--- config.mk ---
export PLATFORM = sky130hd
export DESIGN_NAME = serial_input_deser
export DESIGN_NICKNAME = d
export VERILOG_FILES = /design/src/rtl/gf_serial_pkg.sv /design/src/rtl/deser_out_buf.sv /design/src/rtl/serial_input_deser.sv
export SDC_FILE = /design/constraint.sdc
export NUM_CORES = 1
export LEC_CHECK = 0
export ABC_AREA = 1
export CAP_MARGIN = 20
export CORE_ASPECT_RATIO = 1.4
export CORE_MARGIN = 2
export CORE_UTILIZATION = 61
export DETAILED_ROUTE_END_ITERATION = 10
export PLACE_DENSITY_LB_ADDON = 0.15
export SLEW_MARGIN = 20
export SYNTH_ARGS = -nofsm -noshare
export SYNTH_HDL_FRONTEND = slang
export SYNTH_HIERARCHICAL = 1
export SYNTH_SLANG_ARGS = --single-unit
export TNS_END_PERCENT = 5
--- constraint.sdc ---
create_clock -name clk -period 2.7 [get_ports clk]
set_clock_uncertainty 0.05 [all_clocks]
set_input_delay 0.27 -clock clk [delete_from_list [all_inputs] [get_ports clk]]
set_output_delay 0.27 -clock clk [all_outputs]
set_load 0.02 [all_outputs]
--- src/rtl/gf_serial_pkg.sv ---
`default_nettype none
// ============================================================================
//  Module      : gf_serial_pkg
//  Description : Shared definitions for the GF bit-serial operand link.
//                Holds the receiver state encoding, the bit-counter width
//                helper and the default frame width used by both the
//                serializer and the deserializer.
//  Contents    : GF_SERIAL_DATA_WIDTH  - default frame / word width
//                deser_state_e         - receiver state encoding
//                deser_cnt_width()     - bit-counter width for a frame width
//  Revision    : 1.0 - initial release
// ============================================================================
package gf_serial_pkg;

    // Default frame width shared with the transmit side of the link.
    localparam int unsigned GF_SERIAL_DATA_WIDTH = 32;

    // Receiver states: waiting for a frame-start strobe, or collecting bits.
    typedef enum logic [0:0] {
        IDLE  = 1'b0,
        SHIFT = 1'b1
    } deser_state_e;

    // Counter is one bit wider than the bit index so that a frame width
    // which is an exact power of two still has headroom.
    function automatic int unsigned deser_cnt_width(input int unsigned data_width);
        return $clog2(data_width) + 1;
    endfunction

endpackage : gf_serial_pkg
`default_nettype wire

--- src/rtl/deser_out_buf.sv ---
`default_nettype none
// ============================================================================
//  Module      : deser_out_buf
//  Description : Single-entry valid/ready holding register for the serial
//                receiver. A completed word loads when the entry is empty or
//                is being consumed on the same edge; otherwise the incoming
//                word is dropped, the held word is kept, and a sticky
//                overrun flag is raised until reset.
//  Ports       : clk          - clock, posedge
//                resetn       - synchronous, active-low reset
//                i_load_valid - a completed word is offered this cycle
//                i_load_data  - the completed word
//                i_ready      - consumer accepts the held word
//                o_data       - held word, stable while o_valid=1
//                o_valid      - held word present
//                o_overrun    - sticky: a completed word was dropped
//  Revision    : 1.0 - initial release
// ============================================================================
module deser_out_buf
    import gf_serial_pkg::*;
#(
    parameter int unsigned DATA_WIDTH = GF_SERIAL_DATA_WIDTH
) (
    input  logic                  clk,
    input  logic                  resetn,
    input  logic                  i_load_valid,
    input  logic [DATA_WIDTH-1:0] i_load_data,
    input  logic                  i_ready,
    output logic [DATA_WIDTH-1:0] o_data,
    output logic                  o_valid,
    output logic                  o_overrun
);

    logic [DATA_WIDTH-1:0] r_data;
    logic                  r_valid;
    logic                  r_overrun;

    // The entry can take a new word if it is empty now, or if the word it
    // holds leaves on this very edge.
    logic w_can_load;
    assign w_can_load = !r_valid || i_ready;

    always_ff @(posedge clk) begin
        if (!resetn) begin
            r_data    <= '0;
            r_valid   <= 1'b0;
            r_overrun <= 1'b0;
        end else begin
            if (i_load_valid) begin
                if (w_can_load) begin
                    r_data  <= i_load_data;
                    r_valid <= 1'b1;
                end else begin
                    // Held word wins; the newcomer is lost and flagged.
                    r_overrun <= 1'b1;
                end
            end else if (r_valid && i_ready) begin
                r_valid <= 1'b0;
            end
        end
    end

    assign o_data    = r_data;
    assign o_valid   = r_valid;
    assign o_overrun = r_overrun;

endmodule : deser_out_buf
`default_nettype wire

--- src/rtl/serial_input_deser.sv ---
`default_nettype none
// ============================================================================
//  Module      : serial_input_deser
//  Description : Serial-to-parallel receiver for GF operand/result transport.
//                Collects DATA_WIDTH bits, one per clock, beginning with the
//                bit that arrives alongside in_start, and hands the finished
//                word to a single-entry valid/ready output buffer.
//                A new in_start while a frame is in progress abandons the
//                partial frame and restarts alignment on the current bit.
//  Build option: DESER_MSB_FIRST_EN - when defined, the first received bit
//                lands at index DATA_WIDTH-1 and later bits at descending
//                indices (MSB-first). Default is LSB-first.
//  Ports       : clk          - clock, posedge
//                resetn       - synchronous, active-low reset
//                in_serial    - serial data bit
//                in_start     - frame-start strobe, coincident with bit 0
//                out_parallel - assembled word, stable while out_valid=1
//                out_valid    - word available
//                out_ready    - consumer accepts on out_valid && out_ready
//                overrun      - sticky: a completed word was dropped
//  Revision    : 1.0 - initial release
// ============================================================================
module serial_input_deser
    import gf_serial_pkg::*;
#(
    parameter int unsigned DATA_WIDTH = GF_SERIAL_DATA_WIDTH
) (
    input  logic                  clk,
    input  logic                  resetn,
    input  logic                  in_serial,
    input  logic                  in_start,
    output logic [DATA_WIDTH-1:0] out_parallel,
    output logic                  out_valid,
    input  logic                  out_ready,
    output logic                  overrun
);

    localparam int unsigned     CNT_W      = deser_cnt_width(DATA_WIDTH);
    localparam int unsigned     IDX_W      = $clog2(DATA_WIDTH);
    localparam logic [CNT_W-1:0] c_LAST_CNT = CNT_W'(DATA_WIDTH - 1);
    localparam logic [CNT_W-1:0] c_ONE_CNT  = CNT_W'(1);
    localparam logic [IDX_W-1:0] c_TOP_IDX  = IDX_W'(DATA_WIDTH - 1);

    deser_state_e          r_state;
    logic [CNT_W-1:0]      r_cnt;
    logic [DATA_WIDTH-1:0] r_shift;

    logic [IDX_W-1:0]      w_pos;
    logic [IDX_W-1:0]      w_bit_idx;
    logic [DATA_WIDTH-1:0] w_shift_next;
    logic                  w_sampling;
    logic                  w_word_done;

    // Position of the current bit within its frame. A start strobe always
    // makes the current bit position 0, whether or not a frame was running.
    // The counter never exceeds DATA_WIDTH-1, so its low bits are the index.
    assign w_pos = in_start ? '0 : r_cnt[IDX_W-1:0];

`ifdef DESER_MSB_FIRST_EN
    assign w_bit_idx = c_TOP_IDX - w_pos;
`else
    assign w_bit_idx = w_pos;
    // The top index is only needed for MSB-first placement.
    logic w_unused_top;
    assign w_unused_top = ^c_TOP_IDX;
`endif

    // Bit is captured whenever a frame is in progress or is starting now.
    assign w_sampling = in_start || (r_state == SHIFT);

    // The final bit of a frame: still shifting, no restart, counter at the
    // last index. The buffer is fed the word including this bit.
    assign w_word_done = (r_state == SHIFT) && !in_start && (r_cnt == c_LAST_CNT);

    always_comb begin
        w_shift_next            = r_shift;
        w_shift_next[w_bit_idx] = in_serial;
    end

    always_ff @(posedge clk) begin
        if (!resetn) begin
            r_state <= IDLE;
            r_cnt   <= '0;
            r_shift <= '0;
        end else begin
            if (w_sampling) begin
                r_shift <= w_shift_next;
            end

            case (r_state)
                IDLE: begin
                    if (in_start) begin
                        r_cnt   <= c_ONE_CNT;
                        r_state <= SHIFT;
                    end
                end
                SHIFT: begin
                    if (in_start) begin
                        // Realign on the current bit; nothing is flagged.
                        r_cnt <= c_ONE_CNT;
                    end else if (w_word_done) begin
                        r_cnt   <= '0;
                        r_state <= IDLE;
                    end else begin
                        r_cnt <= r_cnt + c_ONE_CNT;
                    end
                end
                default: begin
                    r_cnt   <= '0;
                    r_state <= IDLE;
                end
            endcase
        end
    end

    deser_out_buf #(
        .DATA_WIDTH (DATA_WIDTH)
    ) u_out_buf (
        .clk          (clk),
        .resetn       (resetn),
        .i_load_valid (w_word_done),
        .i_load_data  (w_shift_next),
        .i_ready      (out_ready),
        .o_data       (out_parallel),
        .o_valid      (out_valid),
        .o_overrun    (overrun)
    );

endmodule : serial_input_deser
`default_nettype wire

Word level (Yosys, flattened, before mapping) --
Index checks and enable logic that the tools add are counted.
Cells by class: add/sub/neg operators 1, order comparisons 2, eq/ne operators 3, muxes and demuxes 15, bitwise logic cells 2, reduce and logical (&&, ||, !) cells 12
Operators with widths (count):
- bitwise mux 32 bit | 1
- 2-to-1 mux 6 bit | 3
- case mux 6 bit (2 select lines) | 1
- 2-to-1 mux 1 bit | 7
- adder 6 x 1 -> 6 bit (second input constant) | 1
- equality test 6 x 5 -> 1 bit (second input constant) | 1
- less-than comparator 5 x 6 -> 1 bit (second input constant) | 1
- AND reduction 2 bit | 3
- demux 1 bit (select 5 bit) | 1
- >= comparator 5 x 1 -> 1 bit (second input constant) | 1
- 2-to-1 mux 5 bit | 1
- logical AND 1 bit | 4
- inequality test 2 bit (second input constant) | 2
- zero test 1 bit | 2
- logical OR 1 bit | 2
- NOT 1 bit | 2
- case mux 1 bit (2 select lines) | 1
- nonzero test 2 bit | 1
Storage, ports and cells: flip-flop bits (word level) 73, output and inout port bits 34

Longest topological paths before layout --
Gate-level depths: netlist of the first run.
depth in word-level cells 6, gate-level depth with buffers 11, depth with buffers taken out 10

Hierarchy --
Netlist of the first run, hierarchy kept.
By module, submodules not included:
- serial_input_deser | times used 1, cells each 416, area each 2436.1 um^2
- deser_out_buf | times used 1, cells each 220, area each 1581.5 um^2

Worst setup path after synthesis of the first run --
No wires, ideal clock.
path type register to register, start register r_cnt[0], end register u_out_buf.r_data[14], in the netlist u_out_buf/o_data[14], library setup time 115 ps, arrival 1592 ps, path slack 943 ps, stages on the path, launching flop included 11, period minus slack after synthesis 1757 ps, path through dfxtp_1 > ha_1 > nand3_1 > nor2_1 > inv_1 > nor2_1 > buf_4 > buf_4 > nand3_1 > nand2_1 > nor2_1
RTL lines:
- start, declared | line serial_input_deser.sv:45 | logic [CNT_W-1:0] r_cnt;
- start signal, assigned | line serial_input_deser.sv:93 | r_cnt <= c_ONE_CNT;
- start signal, assigned | line serial_input_deser.sv:100 | r_cnt <= c_ONE_CNT;
- start signal, assigned | line serial_input_deser.sv:105 | r_cnt <= r_cnt + c_ONE_CNT;
- equality test 6 x 5 -> 1 bit | line serial_input_deser.sv:73 | assign w_word_done = (r_state == SHIFT) && !in_start && (r_cnt == c_LAST_CNT);
- logical AND 1 bit | line serial_input_deser.sv:73
- net w_word_done | line serial_input_deser.sv:52 | logic w_word_done;
- AND reduction 2 bit (no line)
- end signal, assigned | line deser_out_buf.sv:51 | r_data <= i_load_data;
- end, declared | line deser_out_buf.sv:34 | logic [DATA_WIDTH-1:0] r_data;
The timed path passes the listed nets, and every way through them passes these cells. A chain may end at the register's enable or synchronous reset.

Worst setup path after layout of the first run --
start register r_cnt[0], end register u_out_buf.r_data[24], in the netlist u_out_buf/o_data[24]
The elaborated chain is that of the path after synthesis.

==> impl_results.html, run 1 <==
<table>
<tr><th>Metric</th><th>Value</th></tr>
<tr><th colspan="2">Clocking</th></tr>
<tr><td>Number of clock sinks seen by CTS</td><td>73</td></tr>
<tr><td>Clk Latency, worst-skew pair</td><td>0.35 ns</td></tr>
<tr><td>Post-CTS setup buffer count</td><td>0</td></tr>
<tr><td>CTS buffer count</td><td>9</td></tr>
<tr><td>Clock Pin Slew Worst Setup and Hold Paths</td><td>0.08 ns</td></tr>
<tr><td>H-tree levels</td><td>3</td></tr>
<tr><td>CTS max path bufs</td><td>2</td></tr>
<tr><td>Root buffer cell</td><td>sky130_fd_sc_hd__clkbuf_8</td></tr>
<tr><td>TritonCTS clock tree</td><td>built</td></tr>
<tr><td>Post-cts hold buffer count</td><td>0</td></tr>
<tr><td>Post-CTS sizing</td><td>0</td></tr>
<tr><th colspan="2">Global route</th></tr>
<tr><td>Global-route wire length before repair</td><td>14,630 µm</td></tr>
<tr><td>Maximum number of pins on one net before global-route repair</td><td>66</td></tr>
<tr><td>Via count of the first global-routing pass</td><td>3,357</td></tr>
<tr><td>GR Overflow Total</td><td>0</td></tr>
<tr><td>Number of antenna violations at the first check in global routing</td><td>0</td></tr>
<tr><td>Total track usage</td><td>25.14%</td></tr>
<tr><th colspan="2">STA</th></tr>
<tr><td>Post-route setup TNS</td><td>0 ns</td></tr>
<tr><td>Period minus WS final</td><td>2.258 ns</td></tr>
<tr><td>Slew at the pin closest to its max-slew limit</td><td>0.6758 ns</td></tr>
<tr><td>Setup repair after global routing missed its margin</td><td>no</td></tr>
<tr><td>Crit path setup slack, layout</td><td>0.4422 ns</td></tr>
<tr><td>Worst rel slew slack</td><td>54.94%</td></tr>
<tr><td>Final number of hold-violating endpoints</td><td>0</td></tr>
<tr><td>Number of max-slew violations in the final report</td><td>0</td></tr>
<tr><td>Fin crit share</td><td>83.62%</td></tr>
<tr><td>Timing-limited maximum frequency</td><td>442.9 MHz</td></tr>
<tr><td># setup viols final</td><td>0</td></tr>
<tr><th colspan="2">Power</th></tr>
<tr><td>Logic pwr share</td><td>11.3%</td></tr>
<tr><td>Maximum vdd ir drop</td><td>0.3977 mV</td></tr>
<tr><td>Net switching power figure</td><td>0.6120 mW</td></tr>
<tr><td>Switching power share of the total</td><td>28.22%</td></tr>
<tr><td>Leak pwr</td><td>2.156 nW</td></tr>
<tr><td>PwrDens</td><td>481.6 nW/µm²</td></tr>
<tr><td>Sequential share of power</td><td>52.4%</td></tr>
<tr><td>Internal power of the cells</td><td>1.557 mW</td></tr>
<tr><td>Part of the power in the clock network</td><td>36.3%</td></tr>
<tr><th colspan="2">Final layout</th></tr>
<tr><td>Final layout net count</td><td>660</td></tr>
<tr><td>Ant diodes</td><td>0</td></tr>
<tr><td>Summed area of non-filler cells in the final layout</td><td>4503 µm²</td></tr>
<tr><td>Fraction of layout cells with a size suffix above 1</td><td>8.346%</td></tr>
<tr><td>Area growth syn-to-layout</td><td>12.08%</td></tr>
<tr><td>Utilization after layout</td><td>69.48%</td></tr>
<tr><th colspan="2">Placed design</th></tr>
<tr><td>Detailed placement HPWL</td><td>5663 µm</td></tr>
<tr><td>Gp weighted congestion</td><td>0.8657</td></tr>
<tr><td>Placed cell areas</td><td>4323 µm²</td></tr>
<tr><td>Worst slack after detailed placement</td><td>0.4378 ns</td></tr>
<tr><td>Count of port buffers added during placement</td><td>38</td></tr>
<tr><th colspan="2">Critical path</th></tr>
<tr><td>R2r startpoint</td><td>r_cnt[0]</td></tr>
<tr><td>Slowest cell on the critical path</td><td>sky130_fd_sc_hd__dfxtp_1</td></tr>
<tr><td>Worst endpoint required time</td><td>2.90 ns</td></tr>
<tr><td>Crit path depth</td><td>9</td></tr>
<tr><td>Crit path DAT</td><td>2.46 ns</td></tr>
<tr><td>Critical Path Start Type</td><td>flop</td></tr>
<tr><td>Worst-path fanout max</td><td>48</td></tr>
<tr><td>Worst reg2reg path endpoint</td><td>u_out_buf/o_data[24]</td></tr>
<tr><td>Element type at the critical path end</td><td>flop</td></tr>
<tr><td>Category of the most critical setup path</td><td>reg2reg</td></tr>
<tr><td>Total buffers and inverters traversed by the critical path</td><td>2</td></tr>
<tr><td>Number of cell instances on the worst register-to-register path</td><td>9</td></tr>
<tr><td>Kind of cell with the highest combined delay on the critical path</td><td>simple AND/OR/NAND/NOR gates</td></tr>
<tr><td>Series of cell instances along the critical path</td><td>ha_1, nand3_1, nor2_1, inv_1, nor2_4, buf_12, nand3_1, nand2_1, nor2_1</td></tr>
<tr><td>Maximum cell stage delay along the critical path</td><td>0.54 ns</td></tr>
<tr><td>Setup slack, reg-to-reg</td><td>0.44 ns</td></tr>
<tr><th colspan="2">Synthesis</th></tr>
<tr><td>Syn Std Cell Area</td><td>4018 µm²</td></tr>
<tr><td>Simple-gate area share of the yosys netlist</td><td>43.57%</td></tr>
<tr><td>Main combinational cell family by area after synthesis</td><td>simple AND/OR/NAND/NOR gates</td></tr>
<tr><td>Sequential fraction of the synthesis area</td><td>36.37%</td></tr>
<tr><td>Number of warnings issued by yosys</td><td>6</td></tr>
<tr><td>Adder-Cell Fraction of Synth Area</td><td>0.3114%</td></tr>
<tr><td>Avg Inst Size Synth</td><td>6.317 µm²</td></tr>
<tr><td>Complex-gate fraction of the synthesized area</td><td>5.793%</td></tr>
<tr><td>Post-Synth XOR/XNOR Area</td><td>0%</td></tr>
<tr><td>Multiplexer fraction of the synthesized cell area</td><td>0%</td></tr>
<tr><td>Post-synthesis register bit count</td><td>73</td></tr>
<tr><td>Number of distinct library cells after synthesis</td><td>24</td></tr>
<tr><td>Synthesized instance count</td><td>636</td></tr>
<tr><td>Total nets after synthesis</td><td>642</td></tr>
<tr><th colspan="2">Route</th></tr>
<tr><td>First-pass detailed-route iteration total</td><td>5</td></tr>
<tr><td>Routed via count</td><td>3,848</td></tr>
<tr><td>Vias per inst</td><td>5.250</td></tr>
<tr><td>Detailed Route WL</td><td>8530 µm</td></tr>
<tr><td>Post-detailed-route wirelength per cell</td><td>11.64 µm</td></tr>
<tr><td>First DRT Iteration DRCs</td><td>204</td></tr>
<tr><td>Antenna Violating Nets Remaining</td><td>0</td></tr>
<tr><td>Post-route DRC violation count</td><td>0</td></tr>
<tr><th colspan="2">Floorplanning</th></tr>
<tr><td>Placeable core area</td><td>6481 µm²</td></tr>
<tr><td>Floorplan die height</td><td>100.0 µm</td></tr>
<tr><td>Rows</td><td>35</td></tr>
<tr><td>Full die area</td><td>7261 µm²</td></tr>
<tr><td>Top-Level Pins</td><td>39</td></tr>
<tr><td>Width of the die</td><td>72.59 µm</td></tr>
<tr><td>Effective utilization at floorplan</td><td>61.99%</td></tr>
<tr><th colspan="2">Min path</th></tr>
<tr><td>Min-Delay Endpoint</td><td>u_out_buf/o_overrun</td></tr>
<tr><td>Startpoint of the worst hold path</td><td>u_out_buf/o_overrun</td></tr>
<tr><td>Hold path depth</td><td>2</td></tr>
<tr><td>Worst Hold Class</td><td>reg2reg</td></tr>
<tr><th colspan="2">Run</th></tr>
<tr><td>MaxCap Viol Count</td><td>0</td></tr>
<tr><th colspan="2">Outcome</th></tr>
<tr><td>Run status</td><td>complete, no violations</td></tr>
</table>
-- metal layers --
metal,global-route usage [%],part of all wire [%]
met1,31.48,46
met3,4.719,4.2
met5,0,0
met4,9.402,1.6
met2,42.45,48
-- synth_stat cells, drive strengths merged --
master	instances	share of area (%)
o21ai	5	0.81
nand4	9	1.4
or2	1	0.16
buf	33	5.8
dfxtp	73	36
clkbuf	5	0.50
nand3	106	14
a21oi	40	5.0
nor3	1	0.40
nand2	170	16
nor2	110	11
inv	82	7.7
ha	1	0.31
-- through the flow --
stage | hold slack, ns | cells | total power, mW
final | 0.4081 | 733 | 2.169
after global routing | 0.4438 | 733 | 2.278
after CTS | 0.4130 | 733 | 2.184
after detailed placement | 0.4009 | 717 | 1.405
after global placement | 0.3872 | 717 | 1.396
after floorplan | 0.3428 | 636 | 1.357
-- final cells by class --
class / count / area, µm²
Timing Repair Buffer: 45 / 457.9
Multi-Input combinational cell: 443 / 2003
Clock buffer: 10 / 137.6
Clock inverter: 6 / 42.54
Fill cell: 603 / 1978
Inverter: 82 / 307.8
Sequential cell: 73 / 1461
Tap cell: 74 / 92.59
-- kinds of logic after synthesis --
family | Yosys count
and+or+nand+nor | 397
DFF | 73
adders and majority gates | 1
AOI/OAI and AO/OA | 45
buffers and inverters | 120
-- worst register-to-register path, cell delays in order (launching register included) --
cell                      delay [ns]
sky130_fd_sc_hd__dfxtp_1        0.54
sky130_fd_sc_hd__ha_1           0.26
sky130_fd_sc_hd__nand3_1        0.12
sky130_fd_sc_hd__nor2_1         0.15
sky130_fd_sc_hd__inv_1          0.10
sky130_fd_sc_hd__nor2_4         0.38
sky130_fd_sc_hd__buf_12         0.30
sky130_fd_sc_hd__nand3_1        0.14
sky130_fd_sc_hd__nand2_1        0.09
sky130_fd_sc_hd__nor2_1         0.04
-- layout by cell type, fill, tap and decap left out, drive strengths merged --
master,count
nand2,170
nor2,110
nand3,106
inv,83
dfxtp,73
a21oi,40
clkdlybuf4s50,38
clkbuf,10
nand4,9
buf,7
o21ai,5
clkinv,3
clkinvlp,2
nor3,1
or2,1
ha,1
-- flip-flops by register name, summed over array words and instances (netlist names) --
register,flops
r_shift,32
u_out_buf/o_data,32
r_cnt,6
r_state,1
u_out_buf/o_overrun,1
u_out_buf/o_valid,1
-- power groups by stage --
stage | sequential (mW) | combinational, mW | clock, mW
final | 1.14 | 0.244 | 0.788
after global routing | 1.14 | 0.282 | 0.854
after CTS | 1.14 | 0.244 | 0.803
after detailed placement | 1.16 | 0.243 | 0
after global placement | 1.16 | 0.236 | 0
after floorplan | 1.16 | 0.199 | 0
-- worst max path at each step --
| stage | startpoint | to |
|---|---|---|
| floorplan | r_cnt[0] | u_out_buf/o_data[14] |
| CTS | r_cnt[0] | u_out_buf/o_data[24] |
| finish | r_cnt[0] | u_out_buf/o_data[24] |
| detailed placement | in_start | u_out_buf/o_data[24] |
| global route | r_cnt[0] | u_out_buf/o_data[24] |
| global placement | in_start | u_out_buf/o_data[5] |
No activity file was read; power rests on OpenSTA's default activity.
==> run 2: changes to the inputs <==
--- a/config.mk
+++ b/config.mk
@@ -9,7 +9,7 @@
 export CAP_MARGIN = 20
 export CORE_ASPECT_RATIO = 1.4
 export CORE_MARGIN = 2
-export CORE_UTILIZATION = 61
+export CORE_UTILIZATION = 57
 export DETAILED_ROUTE_END_ITERATION = 10
 export PLACE_DENSITY_LB_ADDON = 0.15
 export SLEW_MARGIN = 20
==> constraint.sdc (replaced) <==
create_clock -name clk -period 2.1 [get_ports clk]
set_clock_uncertainty 0.05 [all_clocks]
set_input_delay 0.21 -clock clk [delete_from_list [all_inputs] [get_ports clk]]
set_output_delay 0.21 -clock clk [all_outputs]
set_load 0.02 [all_outputs]
==> run 2 against run 1 <==
Against the previous run:
- via count shrank 0.65%
- combinational power increased by 35%
- sequential share of layout area shrank 0.99 points
- cell count is 3.8% higher
- first-iteration DRC count grew 25%
- hold slack worse by 0.0045 ns
- worst setup slack worse by 0.21 ns
- power is 31% higher
- critical path depth stayed put
- global-route usage shrank 1.1 points
- sequential power up 28%
- clock power grew 35%
==> impl_results.html, run 2 (synthesized netlist as in run 1, its figures left out) <==
<table>
<tr><th>Metric</th><th>Value</th></tr>
<tr><th colspan="2">Route</th></tr>
<tr><td>Routed via count</td><td>3,823</td></tr>
<tr><td>First DRT Iteration DRCs</td><td>254</td></tr>
<tr><td>Post-detailed-route wirelength per cell</td><td>11.29 µm</td></tr>
<tr><td>Post-route DRC violation count</td><td>0</td></tr>
<tr><td>First-pass detailed-route iteration total</td><td>4</td></tr>
<tr><td>Detailed Route WL</td><td>8589 µm</td></tr>
<tr><td>Antenna Violating Nets Remaining</td><td>0</td></tr>
<tr><td>Vias per inst</td><td>5.024</td></tr>
<tr><th colspan="2">Global route</th></tr>
<tr><td>GR Util met3</td><td>3.973%</td></tr>
<tr><td>Number of antenna violations at the first check in global routing</td><td>0</td></tr>
<tr><td>Global-route wire length before repair</td><td>14,470 µm</td></tr>
<tr><td>Total track usage</td><td>24.00%</td></tr>
<tr><td>Maximum number of pins on one net before global-route repair</td><td>66</td></tr>
<tr><td>Global Route met1 Usage</td><td>31.74%</td></tr>
<tr><td>GR Overflow Total</td><td>0</td></tr>
<tr><td>Via count of the first global-routing pass</td><td>3,224</td></tr>
<tr><td>Busiest layer in global routing</td><td>met2</td></tr>
<tr><td>Global routing met2 resource utilization</td><td>38.39%</td></tr>
<tr><th colspan="2">Placed design</th></tr>
<tr><td>Count of port buffers added during placement</td><td>38</td></tr>
<tr><td>Gp weighted congestion</td><td>0.7947</td></tr>
<tr><td>Detailed placement HPWL</td><td>5776 µm</td></tr>
<tr><th colspan="2">Power</th></tr>
<tr><td>Net switching power figure</td><td>0.7402 mW</td></tr>
<tr><td>PwrDens</td><td>612.5 nW/µm²</td></tr>
<tr><td>Leak pwr</td><td>2.223 nW</td></tr>
<tr><td>Logic pwr share</td><td>11.6%</td></tr>
<tr><td>Part of the power in the clock network</td><td>37.1%</td></tr>
<tr><td>Sequential share of power</td><td>51.3%</td></tr>
<tr><td>Maximum vdd ir drop</td><td>0.4404 mV</td></tr>
<tr><td>Switching power share of the total</td><td>26.02%</td></tr>
<tr><td>Internal power of the cells</td><td>2.104 mW</td></tr>
<tr><td>Post-layout power</td><td>2.845 mW</td></tr>
<tr><th colspan="2">Clocking</th></tr>
<tr><td>Number of clock sinks seen by CTS</td><td>73</td></tr>
<tr><td>CTS buffer count</td><td>9</td></tr>
<tr><td>H-tree levels</td><td>3</td></tr>
<tr><td>Post-CTS setup buffer count</td><td>0</td></tr>
<tr><td>Root buffer cell</td><td>sky130_fd_sc_hd__clkbuf_8</td></tr>
<tr><td>Post-CTS sizing</td><td>0</td></tr>
<tr><td>Post-cts hold buffer count</td><td>0</td></tr>
<tr><td>TritonCTS clock tree</td><td>built</td></tr>
<tr><td>CTS max path bufs</td><td>2</td></tr>
<tr><td>Clk Latency, worst-skew pair</td><td>0.36 ns</td></tr>
<tr><td>Clock Pin Slew Worst Setup and Hold Paths</td><td>0.07 ns</td></tr>
<tr><th colspan="2">Critical path</th></tr>
<tr><td>Category of the most critical setup path</td><td>reg2reg</td></tr>
<tr><td>R2r startpoint</td><td>r_cnt[0]</td></tr>
<tr><td>Number of cell instances on the worst register-to-register path</td><td>9</td></tr>
<tr><td>Critical Path Start Type</td><td>flop</td></tr>
<tr><td>Element type at the critical path end</td><td>flop</td></tr>
<tr><td>Crit path DAT</td><td>2.07 ns</td></tr>
<tr><td>Worst-path fanout max</td><td>36</td></tr>
<tr><td>Worst endpoint required time</td><td>2.31 ns</td></tr>
<tr><td>Setup slack, reg-to-reg</td><td>0.23 ns</td></tr>
<tr><td>Worst reg2reg path endpoint</td><td>u_out_buf/o_data[4]</td></tr>
<tr><th colspan="2">Final layout</th></tr>
<tr><td>Commonest cells after routing, fill and taps aside</td><td>sky130_fd_sc_hd__nand2_1, sky130_fd_sc_hd__nor2_1, sky130_fd_sc_hd__nand3_1</td></tr>
<tr><td>Area growth syn-to-layout</td><td>15.60%</td></tr>
<tr><td>Fraction of layout cells with a size suffix above 1</td><td>9.159%</td></tr>
<tr><td>Final layout net count</td><td>667</td></tr>
<tr><td>Ant diodes</td><td>0</td></tr>
<tr><td>Most common cell after layout, fill and taps aside</td><td>sky130_fd_sc_hd__nand2_1</td></tr>
<tr><th colspan="2">Min path</th></tr>
<tr><td>Hold path depth</td><td>2</td></tr>
<tr><td>Startpoint of the worst hold path</td><td>u_out_buf/o_overrun</td></tr>
<tr><td>Min-Delay Endpoint</td><td>u_out_buf/o_overrun</td></tr>
<tr><td>Worst Hold Class</td><td>reg2reg</td></tr>
<tr><th colspan="2">STA</th></tr>
<tr><td>Period minus WS final</td><td>1.868 ns</td></tr>
<tr><td>Worst rel slew slack</td><td>48.85%</td></tr>
<tr><td>Number of max-slew violations in the final report</td><td>0</td></tr>
<tr><td>Slew at the pin closest to its max-slew limit</td><td>0.7673 ns</td></tr>
<tr><td>Final number of hold-violating endpoints</td><td>0</td></tr>
<tr><td>Timing-limited maximum frequency</td><td>535.5 MHz</td></tr>
<tr><td># setup viols final</td><td>0</td></tr>
<tr><td>Fin crit share</td><td>88.93%</td></tr>
<tr><td>Post-route setup TNS</td><td>0 ns</td></tr>
<tr><td>Setup repair after global routing missed its margin</td><td>no</td></tr>
<tr><th colspan="2">Floorplanning</th></tr>
<tr><td>Placeable core area</td><td>6892 µm²</td></tr>
<tr><td>Floorplan die height</td><td>103.3 µm</td></tr>
<tr><td>Effective utilization at floorplan</td><td>58.30%</td></tr>
<tr><td>Full die area</td><td>7745 µm²</td></tr>
<tr><td>Top-Level Pins</td><td>39</td></tr>
<tr><td>Width of the die</td><td>74.96 µm</td></tr>
<tr><td>Rows</td><td>36</td></tr>
<tr><th colspan="2">Run</th></tr>
<tr><td>MaxCap Viol Count</td><td>0</td></tr>
<tr><th colspan="2">Outcome</th></tr>
<tr><td>Run status</td><td>complete, no violations</td></tr>
</table>
[run 2: changes by cell type in the layout (fill, tap and decap cells not counted), moves of 2 or more]
cell / change
sky130_fd_sc_hd__buf_12: +4
sky130_fd_sc_hd__buf_4: +3
sky130_fd_sc_hd__clkbuf_8: +3
sky130_fd_sc_hd__clkinvlp_4: -2
[run 2: metal layers]
metal | up-vias | routed length (µm)
met5 | - | 0
met4 | 0 | 163
met3 | 12 | 435
met2 | 93 | 4091
met1 | 1687 | 3900
li1 | 2031 | -
[run 2: worst max-delay path, stage by stage, from the launching register on]
cell and delay (ns):
sky130_fd_sc_hd__dfxtp_1 0.46, sky130_fd_sc_hd__ha_1 0.24, sky130_fd_sc_hd__nand3_1 0.12, sky130_fd_sc_hd__nor2_1 0.15, sky130_fd_sc_hd__inv_1 0.10, sky130_fd_sc_hd__nor2_4 0.17
sky130_fd_sc_hd__buf_12 0.23, sky130_fd_sc_hd__nand3_1 0.11, sky130_fd_sc_hd__nand2_1 0.08, sky130_fd_sc_hd__nor2_1 0.04
[run 2: per-stage QoR]
stage	hold slack [ns]	utilization, %	instances	setup WS, ns	cell area (µm²)
after detailed placement	0.3969	64.60	745	0.1311	4452
after CTS	0.4074	67.39	761	0.2359	4644
final	0.4036	67.39	761	0.2324	4644
after global placement	0.3891	64.60	745	0.1675	4452
after global routing	0.4431	67.39	761	0.06921	4644
after floorplan	0.2828	-	636	0.3433	4018
[run 2: worst max-delay path by stage]
stage | start | end | slack (ns) | cells past startpoint
global route | r_cnt[0] | u_out_buf/o_data[5] | 0.07 | 9
global placement | in_start | u_out_buf/o_data[1] | 0.17 | 11
CTS | r_cnt[0] | u_out_buf/o_data[4] | 0.24 | 9
floorplan | r_cnt[0] | u_out_buf/o_data[14] | 0.34 | 10
detailed placement | in_start | u_out_buf/o_data[1] | 0.13 | 11
finish | r_cnt[0] | u_out_buf/o_data[4] | 0.23 | 9
[run 2: final cells by class]
type,instances,area (µm²)
multi-input cells,443,2003
fillers,640,2247
well taps,95,118.9
clock inverters,2,10.01
inverters,82,307.8
clock buffers,14,182.7
repair buffers,52,560.5
flip-flops and latches,73,1461
[run 2: power groups by stage]
stage | Sequential, mW | Combinational, mW | Clock [mW]
after floorplan | 1.49 | 0.256 | 0
after CTS | 1.46 | 0.329 | 1.08
after global placement | 1.49 | 0.317 | 0
final | 1.46 | 0.329 | 1.06
after detailed placement | 1.49 | 0.328 | 0
after global routing | 1.47 | 0.380 | 1.13
==> run 3: changes to the inputs <==
--- a/config.mk
+++ b/config.mk
@@ -6,7 +6,6 @@
 export NUM_CORES = 1
 export LEC_CHECK = 0
 export ABC_AREA = 1
-export CAP_MARGIN = 20
 export CORE_ASPECT_RATIO = 1.4
 export CORE_MARGIN = 2
 export CORE_UTILIZATION = 57
==> results of run 3 <==
Same layout as run 2: the final DEF is identical, and so are final timing and power.
